## src/rtl/score_display_pkg.sv

```systemverilog
// score_display_pkg
// Shared types and constants for the score display path.
//   state_t      : display mode (SHOW live digits, FLASH frozen final score)
//   digit_idx_t  : scan position, 0 = ones, 1 = tens, 2 = hundreds
//   SEG_*        : seven-segment patterns, bit order {g,f,e,d,c,b,a}, active-high
//   cnt_width()  : counter width for a given terminal count, never below 1
package score_display_pkg;

   localparam logic [0:0] ST_SHOW  = 1'b0;
   localparam logic [0:0] ST_FLASH = 1'b1;

   typedef enum logic [0:0] {
      SHOW  = ST_SHOW,
      FLASH = ST_FLASH
   } state_t;

   typedef logic [1:0] digit_idx_t;

   localparam logic [6:0] SEG_0     = 7'h3F;
   localparam logic [6:0] SEG_1     = 7'h06;
   localparam logic [6:0] SEG_2     = 7'h5B;
   localparam logic [6:0] SEG_3     = 7'h4F;
   localparam logic [6:0] SEG_4     = 7'h66;
   localparam logic [6:0] SEG_5     = 7'h6D;
   localparam logic [6:0] SEG_6     = 7'h7D;
   localparam logic [6:0] SEG_7     = 7'h07;
   localparam logic [6:0] SEG_8     = 7'h7F;
   localparam logic [6:0] SEG_9     = 7'h6F;
   localparam logic [6:0] SEG_DASH  = 7'h40;
   localparam logic [6:0] SEG_BLANK = 7'h00;

   function automatic int cnt_width(input int terminal);
      return ($clog2(terminal) < 1) ? 1 : $clog2(terminal);
   endfunction

endpackage

```

## src/rtl/score_display_bcd_to_7seg.sv

```systemverilog
// bcd_to_7seg
// Combinational decoder for one display digit.
//   bcd   : 4-bit digit value; anything above 9 renders as a dash
//   blank : forces all segments off (leading-zero suppression)
//   seg   : segments {g,f,e,d,c,b,a}, active-high
module bcd_to_7seg
   import score_display_pkg::*;
(
   input  logic [3:0] bcd,
   input  logic       blank,
   output logic [6:0] seg
);

   // NOTE: assign a default before the case so every path drives seg; a
   // missing branch would otherwise infer a latch.
   always_comb begin
      seg = SEG_DASH;
      case (bcd)
         4'd0: seg = SEG_0;
         4'd1: seg = SEG_1;
         4'd2: seg = SEG_2;
         4'd3: seg = SEG_3;
         4'd4: seg = SEG_4;
         4'd5: seg = SEG_5;
         4'd6: seg = SEG_6;
         4'd7: seg = SEG_7;
         4'd8: seg = SEG_8;
         4'd9: seg = SEG_9;
         default: seg = SEG_DASH;
      endcase
      if (blank) seg = SEG_BLANK;
   end

endmodule

```

## src/rtl/score_display.sv

```systemverilog
// score_display
// Drives a 3-digit multiplexed seven-segment display from the score tracker.
// Shows the live digits with leading-zero blanking; on a game-over rising
// edge it freezes the final score and flashes it for a fixed time.
//   clk            : system clock
//   nRst           : synchronous, active-low reset
//   bcd_ones/tens/hundreds : live BCD digits from the tracker
//   isGameComplete : game-over level
//   seg            : registered segments {g,f,e,d,c,b,a}, active-high
//   dig_sel        : registered one-hot digit enable (bit0 ones .. bit2 hundreds)
//   flashing       : high while the final score is being flashed
module score_display
   import score_display_pkg::*;
#(
   parameter int SCAN_CYCLES   = 1000,
   parameter int FLASH_CYCLES  = 25000,
   parameter int FLASH_TOGGLES = 6
) (
   input  logic       clk,
   input  logic       nRst,
   input  logic [3:0] bcd_ones,
   input  logic [3:0] bcd_tens,
   input  logic [3:0] bcd_hundreds,
   input  logic       isGameComplete,
   output logic [6:0] seg,
   output logic [2:0] dig_sel,
   output logic       flashing
);

   localparam int SCAN_W  = cnt_width(SCAN_CYCLES);
   localparam int FLASH_W = cnt_width(FLASH_CYCLES);
   localparam int TOG_W   = cnt_width(FLASH_TOGGLES);

   localparam logic [SCAN_W-1:0]  SCAN_LAST  = SCAN_W'(SCAN_CYCLES - 1);
   localparam logic [FLASH_W-1:0] FLASH_LAST = FLASH_W'(FLASH_CYCLES - 1);
   localparam logic [TOG_W-1:0]   TOG_LAST   = TOG_W'(FLASH_TOGGLES - 1);

   state_t             state;
   logic               prev_gc;
   logic               rise;
   logic               phase;
   logic [SCAN_W-1:0]  scan_cnt;
   logic [FLASH_W-1:0] flash_cnt;
   logic [TOG_W-1:0]   tog_cnt;
   digit_idx_t         idx;
   logic [3:0]         h_ones;
   logic [3:0]         h_tens;
   logic [3:0]         h_hund;

   logic [3:0]         cur_bcd;
   logic               cur_blank;
   logic [2:0]         cur_sel;
   logic [6:0]         cur_seg;

   assign rise     = isGameComplete & ~prev_gc;
   assign flashing = (state == FLASH);

   // Select the held digit for the current scan slot and decide blanking.
   always_comb begin
      cur_bcd   = h_ones;
      cur_blank = 1'b0;
      cur_sel   = 3'b001;
      case (idx)
         2'd1: begin
            cur_bcd   = h_tens;
            cur_blank = (h_hund == 4'd0) && (h_tens == 4'd0);
            cur_sel   = 3'b010;
         end
         2'd2: begin
            cur_bcd   = h_hund;
            cur_blank = (h_hund == 4'd0);
            cur_sel   = 3'b100;
         end
         default: ;
      endcase
   end

   bcd_to_7seg u_dec (
      .bcd   (cur_bcd),
      .blank (cur_blank),
      .seg   (cur_seg)
   );

   // NOTE: all state updates use non-blocking assignments so every register
   // samples pre-edge values regardless of statement order.
   always_ff @(posedge clk) begin
      if (!nRst) begin
         state     <= SHOW;
         prev_gc   <= 1'b0;
         phase     <= 1'b0;
         scan_cnt  <= '0;
         flash_cnt <= '0;
         tog_cnt   <= '0;
         idx       <= 2'd0;
         h_ones    <= 4'd0;
         h_tens    <= 4'd0;
         h_hund    <= 4'd0;
         seg       <= SEG_BLANK;
         dig_sel   <= 3'b000;
      end else begin
         prev_gc <= isGameComplete;

         // Scanning runs in every state and never pauses.
         if (scan_cnt == SCAN_LAST) begin
            scan_cnt <= '0;
            idx      <= (idx == 2'd2) ? 2'd0 : idx + 2'd1;
         end else begin
            scan_cnt <= scan_cnt + SCAN_W'(1);
         end

         // Blank half of the flash keeps dig_sel scanning but drops segments.
         seg     <= phase ? SEG_BLANK : cur_seg;
         dig_sel <= cur_sel;

         case (state)
            SHOW: begin
               // The tracker swaps to the high score on the rise edge, so the
               // held digits keep the final score instead of loading.
               if (rise) begin
                  state <= FLASH;
               end else begin
                  h_ones <= bcd_ones;
                  h_tens <= bcd_tens;
                  h_hund <= bcd_hundreds;
               end
            end
            FLASH: begin
               if (flash_cnt == FLASH_LAST) begin
                  flash_cnt <= '0;
                  if (tog_cnt == TOG_LAST) begin
                     state   <= SHOW;
                     tog_cnt <= '0;
                     phase   <= 1'b0;
                  end else begin
                     tog_cnt <= tog_cnt + TOG_W'(1);
                     phase   <= ~phase;
                  end
               end else begin
                  flash_cnt <= flash_cnt + FLASH_W'(1);
               end
            end
            default: state <= SHOW;
         endcase
      end
   end

endmodule

```

## config.mk

```make
export PLATFORM = sky130hd
export DESIGN_NAME = score_display
export DESIGN_NICKNAME = d
export VERILOG_FILES = /design/src/rtl/score_display_pkg.sv /design/src/rtl/score_display_bcd_to_7seg.sv /design/src/rtl/score_display.sv
export SDC_FILE = /design/constraint.sdc
export NUM_CORES = 1
export LEC_CHECK = 0
export ABC_AREA = 0
export BUFFER_PORTS_ARGS = -buffer_cell sky130_fd_sc_hd__buf_2
export CAP_MARGIN = 20
export CORE_UTILIZATION = 35
export DETAILED_ROUTE_END_ITERATION = 10
export GPL_TIMING_DRIVEN = 0
export MAX_ROUTING_LAYER = met4
export PLACE_DENSITY_LB_ADDON = 0.08
export SYNTH_ARGS = -nofsm -noshare
export SYNTH_HDL_FRONTEND = slang
export SYNTH_SLANG_ARGS = --single-unit
```

## constraint.sdc

```tcl
create_clock -name clk -period 4.6 [get_ports clk]
set_input_delay 0.92 -clock clk [delete_from_list [all_inputs] [get_ports clk]]
set_output_delay 0.92 -clock clk [all_outputs]
set_load 0.005 [all_outputs]
```

==> results.toml, run 1 <==
[cells_and_area]
area_growth_syn_to_layout_pct = 13.7
diodes = 0
drive_gt1_frac = 0.154
mostFrequentLayoutCell = "dfxtp_1"
stdcell_area_sq_mm = 0.00287
final_cell_mix = "55 x dfxtp_1, 39 x nor2_1, 28 x buf_2"
utilization = 0.418
fin_nets = 332

[global_routing]
grt_pass1_wl_um = 8470
track_usage = 0.149
antenna_found_initial = 0
grt_max_degree = 16
grt_pass1_vias = 1735
grt-ovfl-total = 0

[hold_path]
hold_class = "flip-flop to flip-flop"

[synthesis]
syn_area_sq_mm = 0.00253
syn_inst = 272
ys_seq_area_frac = 0.435
syn_area_per_cell_sq_um = 9.30
synth_warnings = 0
ys.flop_type = "dfxtp_1"
syn_nets = 300
async_flop_share = 0
yosysTopAreaCellShare = 0.435
ys_seq_elements = 55
yosys.area.top_type = "dfxtp_1"
synth_area_leaders = "dfxtp_1 44%, mux2i_1 6.7%, ha_1 6.4%, nor2_1 5.8%, a21oi_1 4.0%"
synthDistinctLibCells = 44
synth_edf_count = 0

[detailed_routing]
routed_wl_um = 4960
drc = 0
wl_per_cell_um = 12.4
drt_iter0_drc = 52
postRouteAntennaNets = 0
routed_via_density = 4.72
vias = 1892
dr.pass1.iters = 4

[timing]
skew_ps = 6.58
finalSetupTns_ps = 0
finalCriticalPeriod_ps = 2830
finalHoldViolCount = 0
rsz0062_at_grt = "no"
drv_slew = 0
period_share = 0.614
maxSlewHeadroom = 0.600
max_freq_mhz = 354
worstMarginPinSlew_ps = 583
setup_viol = 0

[clock_network]
postCtsSetupRepairBufs = 0
clkSinkCount = 55
cts.clk_slew.worst_paths_ps = 100
cts_tree = "done"
ctsResizeCount = 0
numCtsBuffers = 5
cts.path.max_buffers = 2
cts_max_level = 2
post_cts_hold_buffer_count = 0
cts_root_buf = "clkbuf_8"
clk_latency_ps = 300

[critical_path]
worstSetupEndpoint = "seg[0]"
cp-startpoint = "idx[1]"
critPathLaunchType = "flip-flop"
cp.arrival_ps = 3060
worst-r2r-setup-slack_ps = 1770
rr_worst_depth = 11
cp-end-kind = "flip-flop"
r2r-start = "idx[1]"
critPathRequiredTime_ps = 4840
r2r-end = "seg[0]"
cp_max_fo = 10
worstSetupPathType = "flip-flop to flip-flop"

[placement]
gp_congestion = 0.772
place_area_sq_mm = 0.00277
port_buffers = 25
dp_hpwl_um = 3580

[die]
die_h_um = 87
rows = 30
start_util = 0.368
io_pins = 26
core_area_sq_mm = 0.00687
die_w_um = 87
die_area_sq_mm = 0.00757

[power_and_ir_drop]
p_leak_uw = 0.00114
powerDensity_mw_per_mm2 = 307
ir_drop_uv = 100

[run_status]
status = "finished, final reports clean"

[flow_run]
max-cap-violations = 0
[kinds of logic (layout without fill, tap and decap cells)]
group / after synthesis / in the layout / share of synthesized area
compound gates: 38 / 38 / 0.0920
simple gates: 112 / 112 / 0.244
mux: 18 / 18 / 0.0717
buf+inv: 18 / 51 / 0.0297
xor+xnor: 18 / 18 / 0.0623
flops: 55 / 55 / 0.435
fa+ha+maj: 13 / 13 / 0.0643
[synth_stat cells (all sizes together) (3+ instances only)]
cell and instances:
a21o 3, a21oi 20, and2 5, buf 5, clkbuf 3, dfxtp 55
ha 13, inv 10, mux2i 17, nand2 13, nand2b 3, nand3 10
nand4 7, nor2 39, nor3 7, o21ai 6, or2 3, or3 7
or4 5, xnor2 11, xor2 7
[layout make-up]
cell class	instances	area, sq um
buffer	8	37.5
clock buffer	8	100
fill	701	4000
inverter	10	37.5
multi-input combinational	199	1350
sequential	55	1100
tap	96	120
timing repair buffer	25	125
[worst max-delay path: stages (launching register included)]
cell	delay [ps]
dfxtp_1	410
inv_1	100
ha_1	270
clkbuf_1	260
buf_2	280
mux2i_1	550
inv_1	140
ha_1	240
nand2b_1	70
a21oi_1	60
nand4b_1	200
a21oi_1	170
[how the worst min path moves through the flow]
stage           startpoint           to  cells past startpoint  slack (ps)
2_1_floorplan  scan_cnt[0]  scan_cnt[0]                      1         420
3_3_place_gp   scan_cnt[0]  scan_cnt[0]                      1         430
3_5_place_dp   scan_cnt[0]  scan_cnt[0]                      1         440
4_1_cts        scan_cnt[0]  scan_cnt[0]                      1         460
5_1_grt        scan_cnt[0]  scan_cnt[0]                      1         490
6_report       scan_cnt[0]  scan_cnt[0]                      1         460
[per-stage QoR]
| step | total power (uW) | hold slack (ps) | instances | setup slack [ps] |
|---|---|---|---|---|
| 4_1_cts | 896 | 463 | 401 | 1770 |
| 6_report | 882 | 463 | 401 | 1770 |
| 3_5_place_dp | 602 | 440 | 393 | 1800 |
| 5_1_grt | 930 | 487 | 401 | 1490 |
| 2_1_floorplan | 573 | 418 | 272 | 2210 |
| 3_3_place_gp | 601 | 431 | 393 | 1840 |
[power breakdown]
part / switching (uW) / total, uW / internal (uW) / leakage (uW)
registers: 11.4 / 507 / 496 / 0.000449
logic: 43.8 / 83.3 / 39.5 / 0.000636
clock network: 154 / 292 / 138 / 0.0000515
[per-layer routing]
metal / GRT usage / part of all wire / vias to the layer above
met1: 0.204 / 0.53 / 843
met3: 0.0313 / 0.030 / 4
li1: - / - / 1012
met2: 0.218 / 0.43 / 33
met5: - / 0 / -
met4: 0.0500 / 0.013 / 0
[registers in the layout (all words and copies together), names as in the netlist, 2 cells and up]
signal	flops
scan_cnt	10
seg	7
h_ones	4
h_tens	4
dig_sel	3
idx	2
flash_cnt	15
h_hund	4
tog_cnt	3
(Power assumes the default switching activity.)
==> inputs of run 2 (changes only) <==
==> constraint.sdc (replaced) <==
create_clock -name clk -period 2.6 [get_ports clk]
set_input_delay 0.52 -clock clk [delete_from_list [all_inputs] [get_ports clk]]
set_output_delay 0.52 -clock clk [all_outputs]
set_load 0.005 [all_outputs]
==> results.toml, run 2 (synthesis results as in run 1) <==
[clock_network]
clkSinkCount = 55
cts_root_buf = "clkbuf_8"
numCtsBuffers = 5
cts_max_level = 2
cts_tree = "done"
post_cts_hold_buffer_count = 0
clk_latency_ps = 300
cts.path.max_buffers = 2
cts.clk_slew.worst_paths_ps = 90

[timing]
drv_slew = 0
finalCriticalPeriod_ps = 2370
skew_ps = 5.74
setup_viol = 0
rsz0062_at_grt = "no"
finalSetupTns_ps = 0
max_freq_mhz = 422
worstMarginPinSlew_ps = 524
finalHoldViolCount = 0
period_share = 0.911
maxSlewHeadroom = 0.650

[cells_and_area]
stdcell_area_sq_mm = 0.00289
regArea_sq_mm = 0.00110
largest_register = "flash_cnt"
area_growth_syn_to_layout_pct = 14.3
drive_gt1_frac = 0.164
utilization = 0.421
fin_nets = 331
diodes = 0
final_cell_mix = "55 x dfxtp_1, 39 x nor2_1, 27 x buf_2"
reg.largest.list = "flash_cnt (15), scan_cnt (10), seg (7)"
fillers = 696
largest_reg_flops = 15
multi_input_area_sq_mm = 0.00137
mostFrequentLayoutCell = "dfxtp_1"

[global_routing]
grt_pass1_vias = 1735
met2_usage = 0.218
antenna_found_initial = 0
use_met1 = 0.203
use_met3 = 0.0313
grt.busiest_layer = "met2"
track_usage = 0.149
grt-ovfl-total = 0
grt_max_degree = 16
grt_pass1_wl_um = 8450

[power_and_ir_drop]
ir_drop_uv = 178
p_clk_frac = 0.330
swShare = 0.237
p_sw_uw = 370
power.internal_uw = 1190
powerDensity_mw_per_mm2 = 540
p_leak_uw = 0.00114
power_frac_comb = 0.095
seq_power_share = 0.575

[die]
core_area_sq_mm = 0.00687
io_pins = 26
rows = 30
die_h_um = 87
start_util = 0.368
die_w_um = 87
die_area_sq_mm = 0.00757

[detailed_routing]
routed_via_density = 4.73
drc = 0
vias = 1893
postRouteAntennaNets = 0
drt_iter0_drc = 57
dr.pass1.iters = 4
routed_wl_um = 4950
wl_per_cell_um = 12.4

[placement]
port_buffers = 25
gp_congestion = 0.772
place_area_sq_mm = 0.00277
dp_hpwl_um = 3580

[critical_path]
worstSetupPathType = "flip-flop to flip-flop"
critPathLaunchType = "flip-flop"
cp-end-kind = "flip-flop"
cp_max_fo = 10
critPathRequiredTime_ps = 2840
cp.arrival_ps = 2610

[flow_run]
max-cap-violations = 0

[run_status]
status = "finished, final reports clean"

[hold_path]
hold_class = "input port to flip-flop"
-- run 2: worst paths after layout --
| path | startpoint | end | slack (ps) | cells past startpoint |
|---|---|---|---|---|
| max | idx[1] | seg[0] | 230 | 10 |
| min | bcd_hundreds[1] | h_hund[1] | 450 | 3 |
| max reg2reg | idx[1] | seg[0] | 230 | 10 |
| min reg2reg | scan_cnt[0] | scan_cnt[0] | 460 | 1 |
-- run 2: layout make-up --
type	count	area share
Multi-Input combinational cell	199	0.474
Tap cell	96	0.0415
Buffer	7	0.0125
Clock buffer	8	0.0346
Sequential cell	55	0.381
Inverter	10	0.0130
Timing Repair Buffer	25	0.0433
-- run 2: critical path, cell delays in order, from the launching register on --
cell	delay, ps
dfxtp_1	410
inv_1	100
ha_2	420
buf_4	210
mux2i_4	340
inv_1	110
ha_1	220
nand2b_1	70
a21oi_1	60
nand4b_1	200
a21oi_1	170
-- run 2: power groups by stage --
stage	Combinational, uW	Clock (uW)	Sequential (uW)
floorplan	99.2	0	914
global placement	148	0	916
detailed placement	149	0	916
CTS	151	538	898
global route	170	574	904
finish	149	516	898
-- run 2: layer usage --
layer,part of all wire,up-vias
li1,-,1011
met1,0.53,847
met2,0.43,31
met3,0.029,4
met4,0.013,0
met5,0,-
-- run 2: repair_timing --
action,in CTS,in global routing
setup buffers,0,0
gates resized for setup,3,2
setup endpoints to repair,6,5
-- run 2: stage by stage --
step                      hold slack, ps  total power (uW)  std cells  worst slack, ps
final                                446              1560        400              230
after global routing                 434              1650        400             42.5
after CTS                            439              1590        401             73.2
after detailed placement             440              1070        393             -203
after global placement               431              1060        393             -158
after floorplan                      418              1010        272              214
